`config.mk`:
```
export PLATFORM = sky130hd
export DESIGN_NAME = tc_multi
export DESIGN_NICKNAME = d
export VERILOG_FILES = /design/src/rtl/tc_multi_pkg.sv /design/src/rtl/tc_channel.sv /design/src/rtl/tc_multi.sv
export SDC_FILE = /design/constraint.sdc
export NUM_CORES = 1
export LEC_CHECK = 0
export CAP_MARGIN = 15
export CELL_PAD_IN_SITES_DETAIL_PLACEMENT = 1
export CELL_PAD_IN_SITES_GLOBAL_PLACEMENT = 2
export CORE_AREA = 2 2 188 190
export CTS_CLUSTER_DIAMETER = 150
export DETAILED_ROUTE_END_ITERATION = 8
export DIE_AREA = 0 0 190 192
export PLACE_DENSITY_LB_ADDON = 0.1
export SLEW_MARGIN = 20
export SYNTH_ARGS = -nofsm -noshare
export SYNTH_HDL_FRONTEND = slang
export SYNTH_SLANG_ARGS = --single-unit
export TNS_END_PERCENT = 1
```
`constraint.sdc`:
```
create_clock -name clk -period 2.7 [get_ports clk]
set_input_delay 0.27 -clock clk [delete_from_list [all_inputs] [get_ports clk]]
set_output_delay 0.27 -clock clk [all_outputs]
set_load 0.005 [all_outputs]
```
`src/rtl/tc_multi_pkg.sv`:
```
// rtl/tc_multi_pkg.sv - shared types and constants for the multi-channel timer/counter
// Contents: channel FSM state enum, register offsets, CTRL bit positions,
// MODE encodings and small width helpers used by tc_channel and tc_multi.
package tc_multi_pkg;

  typedef enum logic [1:0] {
    ST_IDLE = 2'd0,
    ST_LOAD = 2'd1,
    ST_CNT  = 2'd2,
    ST_INT  = 2'd3
  } tc_state_t;

  // Register offsets, selected by Addr[3:2]
  localparam logic [1:0] REG_CTRL   = 2'd0;
  localparam logic [1:0] REG_PRESET = 2'd1;
  localparam logic [1:0] REG_COUNT  = 2'd2;
  localparam logic [1:0] REG_RSVD   = 2'd3;

  // CTRL bit positions; PEND sits above the PS field, see ctrl_pend_bit
  localparam int CTRL_EN   = 0;
  localparam int CTRL_MODE = 1;
  localparam int CTRL_IM   = 3;
  localparam int CTRL_PS   = 4;

  // MODE encodings; 2'b1x behaves as one-shot
  localparam logic [1:0] MODE_ONESHOT = 2'b00;
  localparam logic [1:0] MODE_RELOAD  = 2'b01;

  function automatic int ctrl_pend_bit(input int psw);
    return 8 + psw;
  endfunction

  // Channel index width: max(1, clog2(nch))
  function automatic int ch_width(input int nch);
    return (nch <= 2) ? 1 : $clog2(nch);
  endfunction

endpackage

```
`src/rtl/tc_channel.sv`:
```
// rtl/tc_channel.sv - one timer channel: CTRL/PRESET/COUNT, prescaler and FSM
// Ports:
//   clk, reset   - clock, synchronous active-high reset
//   we           - write strobe already decoded for this channel
//   reg_sel      - register offset (Addr[3:2])
//   wdata        - write data
//   rdata        - combinational read data for reg_sel
//   irq          - pending & IM
module tc_channel
  import tc_multi_pkg::*;
#(
  parameter int WIDTH = 32,
  parameter int PSW   = 4
) (
  input  logic        clk,
  input  logic        reset,
  input  logic        we,
  input  logic [1:0]  reg_sel,
  input  logic [31:0] wdata,
  output logic [31:0] rdata,
  output logic        irq
);

  // Prescale counter must hold 2^PS-1 for the largest PS = 2^PSW-1
  localparam int PCW      = (1 << PSW) - 1;
  localparam int PEND_BIT = ctrl_pend_bit(PSW);

  tc_state_t        state;
  logic             en;
  logic [1:0]       mode;
  logic             im;
  logic [PSW-1:0]   ps;
  logic             pend;
  logic [WIDTH-1:0] preset;
  logic [WIDTH-1:0] count;
  logic [PCW-1:0]   pscnt;

  logic [PCW-1:0]   ps_mask;
  logic             tick;
  logic             unused_wdata;

  // Masked compare keeps ticking sane when PS shrinks while pscnt is above the new limit
  assign ps_mask = ~({PCW{1'b1}} << ps);
  assign tick    = (state == ST_CNT) && ((pscnt & ps_mask) == ps_mask);
  assign irq     = pend & im;
  assign unused_wdata = ^wdata;

  always_ff @(posedge clk) begin
    if (reset) begin
      state  <= ST_IDLE;
      en     <= 1'b0;
      mode   <= MODE_ONESHOT;
      im     <= 1'b0;
      ps     <= '0;
      pend   <= 1'b0;
      preset <= '0;
      count  <= '0;
      pscnt  <= '0;
    end else begin
      if (we) begin
        case (reg_sel)
          REG_CTRL: begin
            en   <= wdata[CTRL_EN];
            mode <= wdata[CTRL_MODE +: 2];
            im   <= wdata[CTRL_IM];
            ps   <= wdata[CTRL_PS +: PSW];
            if (wdata[PEND_BIT]) pend <= 1'b0;
          end
          REG_PRESET: preset <= wdata[WIDTH-1:0];
          default: ;
        endcase
      end

      // FSM assignments come after the register write so that a hardware
      // PEND set and the one-shot EN clear win over same-cycle writes.
      if (!en) begin
        state <= ST_IDLE;
      end else begin
        case (state)
          ST_IDLE: state <= ST_LOAD;
          ST_LOAD: begin
            count <= preset;
            pscnt <= '0;
            state <= ST_CNT;
          end
          ST_CNT: begin
            if (tick) begin
              pscnt <= '0;
              // COUNT <= 1 also covers PRESET=0, which then expires like PRESET=1
              if (count > WIDTH'(1)) begin
                count <= count - WIDTH'(1);
              end else begin
                count <= '0;
                pend  <= 1'b1;
                state <= ST_INT;
              end
            end else begin
              pscnt <= pscnt + PCW'(1);
            end
          end
          ST_INT: begin
            if (mode == MODE_RELOAD) begin
              state <= ST_LOAD;
            end else begin
              en    <= 1'b0;
              state <= ST_IDLE;
            end
          end
          default: state <= ST_IDLE;
        endcase
      end
    end
  end

  always_comb begin
    rdata = '0;
    case (reg_sel)
      REG_CTRL: begin
        rdata[CTRL_EN]          = en;
        rdata[CTRL_MODE +: 2]   = mode;
        rdata[CTRL_IM]          = im;
        rdata[CTRL_PS +: PSW]   = ps;
        rdata[PEND_BIT]         = pend;
      end
      REG_PRESET: rdata[WIDTH-1:0] = preset;
      REG_COUNT:  rdata[WIDTH-1:0] = count;
      REG_RSVD:   rdata = '0;
      default:    rdata = '0;
    endcase
  end

endmodule

```
`src/rtl/tc_multi.sv`:
```
// rtl/tc_multi.sv - NCH-channel timer/counter on one CPU bridge slot
// Ports:
//   clk, reset   - clock, synchronous active-high reset
//   Addr         - word address PrAddr[31:2]; [3:2] register, [4+] channel
//   WE           - write strobe for this slot
//   Din          - write data
//   Dout         - combinational read data
//   irq          - per-channel pending & IM
//   irq_any      - OR of irq
module tc_multi
  import tc_multi_pkg::*;
#(
  parameter int NCH   = 2,
  parameter int WIDTH = 32,
  parameter int PSW   = 4
) (
  input  logic           clk,
  input  logic           reset,
  input  logic [31:2]    Addr,
  input  logic           WE,
  input  logic [31:0]    Din,
  output logic [31:0]    Dout,
  output logic [NCH-1:0] irq,
  output logic           irq_any
);

  localparam int CHW  = ch_width(NCH);
  // One extra index bit so that index NCH decodes as out of range
  // instead of aliasing onto channel 0 when NCH is a power of two.
  localparam int IDXW = CHW + 1;

  logic [IDXW-1:0] ch_idx;
  logic [1:0]      reg_sel;
  logic [31:0]     ch_rdata [NCH];
  logic [NCH-1:0]  ch_we;
  logic            unused_addr;

  assign ch_idx      = Addr[4 +: IDXW];
  assign reg_sel     = Addr[3:2];
  assign unused_addr = ^Addr[31:4+IDXW];

  for (genvar g = 0; g < NCH; g++) begin : g_ch
    assign ch_we[g] = WE && (ch_idx == IDXW'(g));

    tc_channel #(
      .WIDTH (WIDTH),
      .PSW   (PSW)
    ) u_ch (
      .clk     (clk),
      .reset   (reset),
      .we      (ch_we[g]),
      .reg_sel (reg_sel),
      .wdata   (Din),
      .rdata   (ch_rdata[g]),
      .irq     (irq[g])
    );
  end

  always_comb begin
    Dout = '0;
    for (int i = 0; i < NCH; i++) begin
      if (ch_idx == IDXW'(i)) Dout = ch_rdata[i];
    end
  end

  assign irq_any = |irq;

endmodule
```
==> impl_metrics.prom, run 1 <==
# TYPE chip_impl_metric gauge
chip_impl_metric{name="count_of_buffers_inserted_at_the_top_level_ports",unit=""} 73
chip_impl_metric{name="power_density",unit="nW/µm²"} 422.7
chip_impl_metric{name="clock_sinks",unit=""} 180
chip_impl_metric{name="grt_start_max_net_pins",unit=""} 58
chip_impl_metric{name="finalWorstSetupSlack",unit="ns"} -0.03401
chip_impl_info{name="predominant_post_synthesis_flop_cell",value="sky130_fd_sc_hd__dfxtp_1"} 1
chip_impl_info{name="list_of_most_frequent_post_synthesis_cells",value="246 x sky130_fd_sc_hd__nand2_1, 180 x sky130_fd_sc_hd__dfxtp_1, 148 x sky130_fd_sc_hd__a21oi_1"} 1
chip_impl_info{name="start_kind",value="register"} 1
chip_impl_metric{name="timing_worst_slew_pin_value",unit="ns"} 0.7102
chip_impl_metric{name="chipWidth",unit="µm"} 190
chip_impl_metric{name="global_route.overflow_total",unit=""} 0
chip_impl_metric{name="row_count",unit=""} 68
chip_impl_info{name="critical_path.reg2reg.endpoint",value="g_ch[0].u_ch.count[17]"} 1
chip_impl_metric{name="count_of_flip_flops_with_a_built_in_enable_after_synthesis",unit=""} 0
chip_impl_metric{name="ios",unit=""} 100
chip_impl_metric{name="number_of_violations_reported_at_the_end_of_detailed_routing_iteration_0",unit=""} 724
chip_impl_metric{name="die_ar",unit="µm²"} 36480
chip_impl_metric{name="gpl.final_weighted_congestion",unit=""} 0.8666
chip_impl_info{name="grt_setup_unrepaired",value="true"} 1
chip_impl_metric{name="bufs_on_longest_clock_path",unit=""} 2
chip_impl_metric{name="synth.ff_latch_count",unit=""} 180
chip_impl_metric{name="reg2reg_depth",unit=""} 7
chip_impl_metric{name="antenna_found_initial",unit=""} 0
chip_impl_info{name="regToRegStartpoint",value="g_ch[0].u_ch.count[22]"} 1
chip_impl_metric{name="fmaxAchievable",unit="MHz"} 365.8
chip_impl_metric{name="crit_arrival",unit="ns"} 3.07
chip_impl_metric{name="grt_pass1_wl",unit="mm"} 67.84
chip_impl_metric{name="clk_transition_reported_paths",unit="ns"} 0.08
chip_impl_info{name="cp-end-kind",value="register"} 1
chip_impl_metric{name="nNetsFinal",unit=""} 1608
chip_impl_info{name="worstPathCellList",value="or4_4 > or4_4 > or4_4 > buf_6 > o211a_1 > o311ai_1 > o31ai_1"} 1
chip_impl_metric{name="timing.hold.worst_path_depth",unit=""} 2
chip_impl_metric{name="ys_seq_area_share",unit="%"} 35.26
chip_impl_info{name="most_frequent_cell_after_synthesis",value="sky130_fd_sc_hd__nand2_1"} 1
chip_impl_info{name="run_status",value="complete, but fails checks"} 1
chip_impl_metric{name="min_period",unit="ns"} 2.734
chip_impl_metric{name="htree_num_levels",unit=""} 4
chip_impl_metric{name="hold_buffers",unit=""} 0
chip_impl_metric{name="cts_buffers",unit=""} 17
chip_impl_metric{name="synth.top_cell.area_share",unit="%"} 35.26
chip_impl_metric{name="dr_total_vias",unit=""} 11025
chip_impl_info{name="post_synth_main_area_contributors",value="sky130_fd_sc_hd__dfxtp_1 35%, sky130_fd_sc_hd__nand2_1 9.0%, sky130_fd_sc_hd__a21oi_1 7.2%"} 1
chip_impl_metric{name="finalCritPeriodShare",unit="%"} 101.3
chip_impl_metric{name="slew_headroom",unit="%"} 52.65
chip_impl_metric{name="drt_drc_violations_left",unit=""} 0
chip_impl_metric{name="syn_area_per_cell",unit="µm²"} 7.374
chip_impl_metric{name="vias_in_the_first_global_route",unit=""} 11039
chip_impl_metric{name="timing.critical_path.fanout_max",unit=""} 5
chip_impl_metric{name="post_synth_instance_area",unit="µm²"} 10220
chip_impl_info{name="slowest_stage",value="sky130_fd_sc_hd__or4_4"} 1
chip_impl_metric{name="timing.max_cap.violations",unit=""} 0
chip_impl_metric{name="flow.area_growth_from_synthesis",unit="%"} 28.83
chip_impl_info{name="cts-root-buf",value="sky130_fd_sc_hd__clkbuf_16"} 1
chip_impl_metric{name="finalSetupViolations",unit=""} 3
chip_impl_metric{name="post_drt_via_cell_ratio",unit=""} 5.524
chip_impl_info{name="min-delay-path-class",value="input port to register"} 1
chip_impl_info{name="worst_path_most_repeated_cell",value="sky130_fd_sc_hd__or4_4"} 1
chip_impl_metric{name="report.final.hold_viol_count",unit=""} 0
chip_impl_info{name="crit_type",value="register to register"} 1
chip_impl_metric{name="route.detailed.wl_per_inst",unit="µm"} 21.88
chip_impl_metric{name="setup_tns",unit="ns"} -0.04996
chip_impl_info{name="min_to",value="g_ch[0].u_ch.preset[10]"} 1
chip_impl_metric{name="worst_ir_drop_vdd",unit="mV"} 0.4086
chip_impl_info{name="cts_tree",value="done"} 1
chip_impl_metric{name="synth_cell_type_count",unit=""} 72
chip_impl_metric{name="synth_cells",unit=""} 1386
chip_impl_metric{name="final-max-slew-violation-count",unit=""} 0
chip_impl_metric{name="die_h",unit="µm"} 192
chip_impl_metric{name="yosys_warnings",unit=""} 0
chip_impl_metric{name="critical-path-max-stage-delay",unit="ns"} 0.56
chip_impl_metric{name="n_antenna_cell",unit=""} 0
chip_impl_metric{name="core-area",unit="µm²"} 34290
chip_impl_metric{name="antenna_violating_nets_post_route",unit=""} 0
chip_impl_metric{name="grt_util_all_layers",unit="%"} 24.19
chip_impl_metric{name="worst-endpoint-required",unit="ns"} 3.03
chip_impl_metric{name="postSynthNetCount",unit=""} 1466
chip_impl_metric{name="synthArstFlopShare",unit="%"} 0
chip_impl_metric{name="clk_latency",unit="ns"} 0.46
chip_impl_metric{name="drt-pass1-iter-count",unit=""} 5
chip_impl_metric{name="routed_wirelength",unit="mm"} 43.67
chip_impl_metric{name="dp_hpwl",unit="mm"} 32.50
chip_impl_metric{name="static-leakage-power",unit="nW"} 4.631
chip_impl_metric{name="floorplan.initialDensity",unit="%"} 29.81
chip_impl_metric{name="finalCoreUtilization",unit="%"} 38.40
chip_impl_metric{name="drive_above_1_share",unit="%"} 15.64
chip_impl_info{name="failed_checks",value="negative setup slack"} 1
chip_impl_info{name="synth_area_leader_cell",value="sky130_fd_sc_hd__dfxtp_1"} 1
chip_impl_metric{name="setup.reg_to_reg.worst_slack",unit="ns"} -0.03
chip_impl_metric{name="fin_skew",unit="ns"} 0.01440
chip_impl_info{name="hold_start",value="reset"} 1
critical path: cells and delay by family (launching register included):
kind / cells / cell delay [ns]
AND/OR/NAND/NOR: 3 / 1.63
buffers and inverters: 1 / 0.16
AO/OA/AOI/OAI: 3 / 0.51
flip-flops: 1 / 0.31
power by group:
part / switching (mW) / internal (mW) / total, mW
Sequential: 0.0190 / 2.67 / 2.69
Combinational: 0.241 / 0.165 / 0.406
Clock: 1.27 / 1.21 / 2.47
Total: 1.53 / 4.04 / 5.57
layer usage:
metal / track usage, % / routed length, µm / share of wire (%) / vias up
li1: - / - / - / 5342
met1: 34.79 / 21920 / 50 / 5464
met2: 38.15 / 19870 / 45 / 179
met3: 3.362 / 1294 / 3.0 / 40
met4: 5.546 / 590 / 1.4 / 0
met5: 0 / 0 / 0 / -
worst max path at each step:
stage                                       from                     end  depth (start not counted)
after floorplan           g_ch[0].u_ch.count[16]  g_ch[0].u_ch.count[26]                          7
after global placement    g_ch[0].u_ch.count[16]  g_ch[0].u_ch.count[17]                          7
after detailed placement  g_ch[0].u_ch.count[16]  g_ch[0].u_ch.count[17]                          7
after CTS                 g_ch[0].u_ch.count[22]  g_ch[0].u_ch.count[17]                          7
after global routing      g_ch[0].u_ch.count[26]  g_ch[0].u_ch.count[17]                          7
final                     g_ch[0].u_ch.count[22]  g_ch[0].u_ch.count[17]                          7
kinds of logic (layout without fill, tap and decap cells):
group | after synthesis | after routing | synth area share, %
adders and majority gates | 15 | 15 | 1.836
AOI/OAI and AO/OA | 461 | 461 | 29.45
muxes | 4 | 4 | 0.3917
and+or+nand+nor | 549 | 549 | 25.02
DFF | 180 | 180 | 35.26
xor gates and xnor gates | 29 | 29 | 2.485
buffers and inverters | 148 | 303 | 5.558
state kept, by name, summed over array words and instances, names as in the netlist:
| register | count |
|---|---|
| g_ch.u_ch.en | 2 |
| g_ch.u_ch.count | 64 |
| g_ch.u_ch.mode | 4 |
| g_ch.u_ch.pscnt | 30 |
| g_ch.u_ch.preset | 64 |
| g_ch.u_ch.pend | 2 |
| g_ch.u_ch.ps | 8 |
| g_ch.u_ch.im | 2 |
| g_ch.u_ch.state | 4 |
repair_timing:
action                                  CTS  global route
setup buffers                             0             4
resized for setup                        11            22
pin swaps                                 5             2
endpoints found under the setup margin   15            36
endpoints found under the hold margin     0             0
area by class of cell:
class	count	area (µm²)
Multi-Input combinational cell	1058	6213
Sequential cell	180	3605
Clock inverter	15	121.4
Inverter	38	142.6
Clock buffer	17	425.4
Tap cell	455	569.3
Timing Repair Buffer	233	2091
Fill cell	4180	21120
through the flow:
step	hold WS (ns)	power, mW	worst slack (ns)	instance area (µm²)	cells
detailed placement	0.4516	3.150	-0.1372	12450	1960
CTS	0.2272	5.632	-0.03353	13040	1992
floorplan	0.4060	2.908	0.008600	10220	1386
global placement	0.4446	3.147	-0.09822	12450	1960
global route	0.2378	5.783	-0.08312	13170	1996
finish	0.2536	5.566	-0.03401	13170	1996
cells in the final DEF (no fill, tap or decap), types with 38 or more instances in the layout:
cell type,count
sky130_fd_sc_hd__nand3_1,38
sky130_fd_sc_hd__dfxtp_1,179
sky130_fd_sc_hd__a22oi_1,78
sky130_fd_sc_hd__nand2_1,246
sky130_fd_sc_hd__a21oi_1,145
sky130_fd_sc_hd__inv_1,38
sky130_fd_sc_hd__nor3_1,38
sky130_fd_sc_hd__clkdlybuf4s50_1,72
sky130_fd_sc_hd__nor2_1,99
sky130_fd_sc_hd__buf_4,146
sky130_fd_sc_hd__o21ai_0,60
No activity file was read; power rests on OpenSTA's default activity.
==> run 2, diff against run 1 <==
==> constraint.sdc (replaced) <==
create_clock -name clk -period 2.3 [get_ports clk]
set_input_delay 0.23 -clock clk [delete_from_list [all_inputs] [get_ports clk]]
set_output_delay 0.23 -clock clk [all_outputs]
set_load 0.005 [all_outputs]
==> run 2 against run 1 <==
- the run still ends with negative setup slack left
- die area unchanged
- sequential cell count is the same
- global-route usage up 1.1 points
- highest routed layer unchanged
- sequential share of layout area decreased by 2.0 points
- via count grew 3.2%
- final area up 8.3%
- non-clock buffer count grew 74
- critical path depth is the same
- maximum frequency is 1.7% higher
- first-iteration DRC count grew 0.83%
- sequential power increased by 17%
- clock-buffer cell count grew 3
==> impl_metrics.prom, run 2 (synthesized netlist as in run 1, its figures left out) <==
# TYPE chip_impl_metric gauge
chip_impl_info{name="run_status",value="complete, but fails checks"} 1
chip_impl_info{name="failed_checks",value="negative setup slack"} 1
chip_impl_metric{name="grt_util_all_layers",unit="%"} 25.26
chip_impl_metric{name="timing.critical_path.fanout_max",unit=""} 9
chip_impl_metric{name="dp_hpwl",unit="mm"} 34.06
chip_impl_metric{name="min_period",unit="ns"} 2.688
chip_impl_info{name="slowest_stage",value="sky130_fd_sc_hd__or4_4"} 1
chip_impl_metric{name="bufs_on_longest_clock_path",unit=""} 2
chip_impl_metric{name="finalSetupViolations",unit=""} 43
chip_impl_metric{name="finalCritPeriodShare",unit="%"} 116.9
chip_impl_info{name="cp_top_family",value="simple AND/OR/NAND/NOR gates"} 1
chip_impl_metric{name="slew_headroom",unit="%"} 62.49
chip_impl_metric{name="grt_pass1_wl",unit="mm"} 70.50
chip_impl_metric{name="fmaxAchievable",unit="MHz"} 372.1
chip_impl_metric{name="ios",unit=""} 100
chip_impl_info{name="crit_type",value="register to register"} 1
chip_impl_metric{name="floorplan.initialDensity",unit="%"} 29.81
chip_impl_info{name="worst_path_most_repeated_cell",value="sky130_fd_sc_hd__or4_4"} 1
chip_impl_metric{name="whs",unit="ns"} 0.1554
chip_impl_info{name="cp-end-kind",value="register"} 1
chip_impl_info{name="cts-root-buf",value="sky130_fd_sc_hd__clkbuf_16"} 1
chip_impl_metric{name="report.final.hold_viol_count",unit=""} 0
chip_impl_metric{name="chipWidth",unit="µm"} 190
chip_impl_metric{name="post-place-cells",unit=""} 2036
chip_impl_metric{name="clk_transition_reported_paths",unit="ns"} 0.07
chip_impl_metric{name="critical-path-max-stage-delay",unit="ns"} 0.53
chip_impl_metric{name="route.detailed.wl_per_inst",unit="µm"} 21.93
chip_impl_metric{name="global_route.overflow_total",unit=""} 0
chip_impl_metric{name="final-max-slew-violation-count",unit=""} 0
chip_impl_metric{name="cts_buffers",unit=""} 17
chip_impl_info{name="top_registers",value="g_ch.u_ch.count x64, g_ch.u_ch.preset x64, g_ch.u_ch.pscnt x30"} 1
chip_impl_metric{name="fin_skew",unit="ns"} 0.009986
chip_impl_metric{name="clock_sinks",unit=""} 180
chip_impl_metric{name="report.power.total",unit="mW"} 6.964
chip_impl_metric{name="hold_buffers",unit=""} 0
chip_impl_metric{name="die_h",unit="µm"} 192
chip_impl_metric{name="row_count",unit=""} 68
chip_impl_metric{name="crit_arrival",unit="ns"} 3.04
chip_impl_metric{name="timing.critical_path.buf_inv",unit=""} 1
chip_impl_metric{name="nNetsFinal",unit=""} 1683
chip_impl_metric{name="worst-endpoint-required",unit="ns"} 2.65
chip_impl_info{name="worstPathCellList",value="or4_4 > or4_4 > buf_6 > nor4_4 > nor2_4 > or4_1 > and3_1"} 1
chip_impl_metric{name="core-area",unit="µm²"} 34290
chip_impl_info{name="mostFrequentLayoutCells",value="244 x sky130_fd_sc_hd__nand2_1, 202 x sky130_fd_sc_hd__buf_4, 170 x sky130_fd_sc_hd__dfxtp_1"} 1
chip_impl_metric{name="vias_in_the_first_global_route",unit=""} 11549
chip_impl_metric{name="n_antenna_cell",unit=""} 0
chip_impl_metric{name="power_density",unit="nW/µm²"} 488.5
chip_impl_info{name="layout_commonest_cell",value="sky130_fd_sc_hd__nand2_1"} 1
chip_impl_metric{name="htree_num_levels",unit=""} 4
chip_impl_metric{name="finalWorstSetupSlack",unit="ns"} -0.3877
chip_impl_metric{name="post_drt_via_cell_ratio",unit=""} 5.493
chip_impl_info{name="min-delay-path-class",value="input port to register"} 1
chip_impl_metric{name="number_of_violations_reported_at_the_end_of_detailed_routing_iteration_0",unit=""} 730
chip_impl_metric{name="count_of_buffers_inserted_at_the_top_level_ports",unit=""} 73
chip_impl_metric{name="timing.max_cap.violations",unit=""} 0
chip_impl_metric{name="static-leakage-power",unit="nW"} 5.274
chip_impl_info{name="start_kind",value="register"} 1
chip_impl_metric{name="dr_total_vias",unit=""} 11376
chip_impl_metric{name="die_ar",unit="µm²"} 36480
chip_impl_metric{name="timing_worst_slew_pin_value",unit="ns"} 0.5613
chip_impl_metric{name="flow.area_growth_from_synthesis",unit="%"} 39.47
chip_impl_metric{name="drt-pass1-iter-count",unit=""} 5
chip_impl_metric{name="antenna_violating_nets_post_route",unit=""} 0
chip_impl_metric{name="drt_drc_violations_left",unit=""} 0
chip_impl_metric{name="antenna_found_initial",unit=""} 0
chip_impl_info{name="cts_tree",value="done"} 1
chip_impl_metric{name="fin_cells",unit=""} 2071
chip_impl_metric{name="grt_start_max_net_pins",unit=""} 84
chip_impl_metric{name="gpl.final_weighted_congestion",unit=""} 0.8344
chip_impl_info{name="grt_setup_unrepaired",value="true"} 1
chip_impl_metric{name="drive_above_1_share",unit="%"} 22.77
chip_impl_metric{name="clk_latency",unit="ns"} 0.46
chip_impl_metric{name="routed_wirelength",unit="mm"} 45.42
chip_impl_metric{name="worst_ir_drop_vdd",unit="mV"} 0.5405
run 2: cell types whose count changed in the layout (fill, tap and decap cells not counted), moves of 9 or more:
cell | before | now
sky130_fd_sc_hd__o21ai_1 | 3 | 16
sky130_fd_sc_hd__clkdlybuf4s50_1 | 72 | 61
sky130_fd_sc_hd__buf_4 | 146 | 202
sky130_fd_sc_hd__dfxtp_1 | 179 | 170
sky130_fd_sc_hd__buf_12 | 12 | 23
sky130_fd_sc_hd__o21ai_0 | 60 | 45
run 2: layout make-up:
type,instances,area [µm²]
clock buffer,20,456.7
clock inverter,12,177.7
fill,4150,20030
inverter,38,142.6
multi-input combinational,1059,6470
sequential,180,3618
tap,455,569.3
timing repair buffer,307,2820
run 2: worst reg2reg max path: cells and delay by family, from the launching register on:
family / cells / cell delay (ns)
buf+inv: 1 / 0.14
flops: 1 / 0.32
simple gates: 6 / 2.13
run 2: report_power, final:
| part | switching [mW] | total (mW) | internal (mW) |
|---|---|---|---|
| Clock | 1.42 | 3.30 | 1.88 |
| Combinational | 0.297 | 0.507 | 0.211 |
| Sequential | 0.0235 | 3.15 | 3.13 |
| Total | 1.74 | 6.96 | 5.22 |
run 2: repair_timing:
action / 4_1_cts / 5_1_grt
pin swaps: 10 / 6
setup buffers: 2 / 0
setup endpoints to repair: 103 / 123
resized for setup: 58 / 66
gates cloned: 1 / 0
run 2: routing by layer:
layer / global-route usage, % / vias up / share of wire [%]
met1: 36.04 / 5635 / 49
met2: 40.71 / 195 / 46
met3: 3.088 / 42 / 3.0
met4: 5.426 / 0 / 1.4
met5: 0 / - / 0
li1: - / 5504 / -
run 2: final timing paths:
| kind | startpoint | end | slack, ns | depth (start not counted) |
|---|---|---|---|---|
| worst min-delay path | reset | g_ch[1].u_ch.ps[1] | 0.16 | 2 |
| worst max-delay path | g_ch[0].u_ch.count[26] | g_ch[0].u_ch.state[0] | -0.39 | 7 |
| worst min register to register | g_ch[1].u_ch.preset[30] | g_ch[1].u_ch.preset[30] | 0.47 | 2 |
| worst max register to register | g_ch[0].u_ch.count[26] | g_ch[0].u_ch.state[0] | -0.39 | 7 |
run 2: per-stage QoR:
stage                     utilization [%]  setup TNS, ns  cell area, µm²  setup WS, ns
final                               41.57         -8.702           14250       -0.3877
after global routing                41.57         -13.20           14250       -0.4565
after CTS                           40.94         -11.96           14040       -0.3713
after detailed placement            38.47         -24.64           13190       -0.4932
after global placement              38.47         -18.88           13190       -0.3996
after floorplan                         -         -7.676           10260       -0.2796
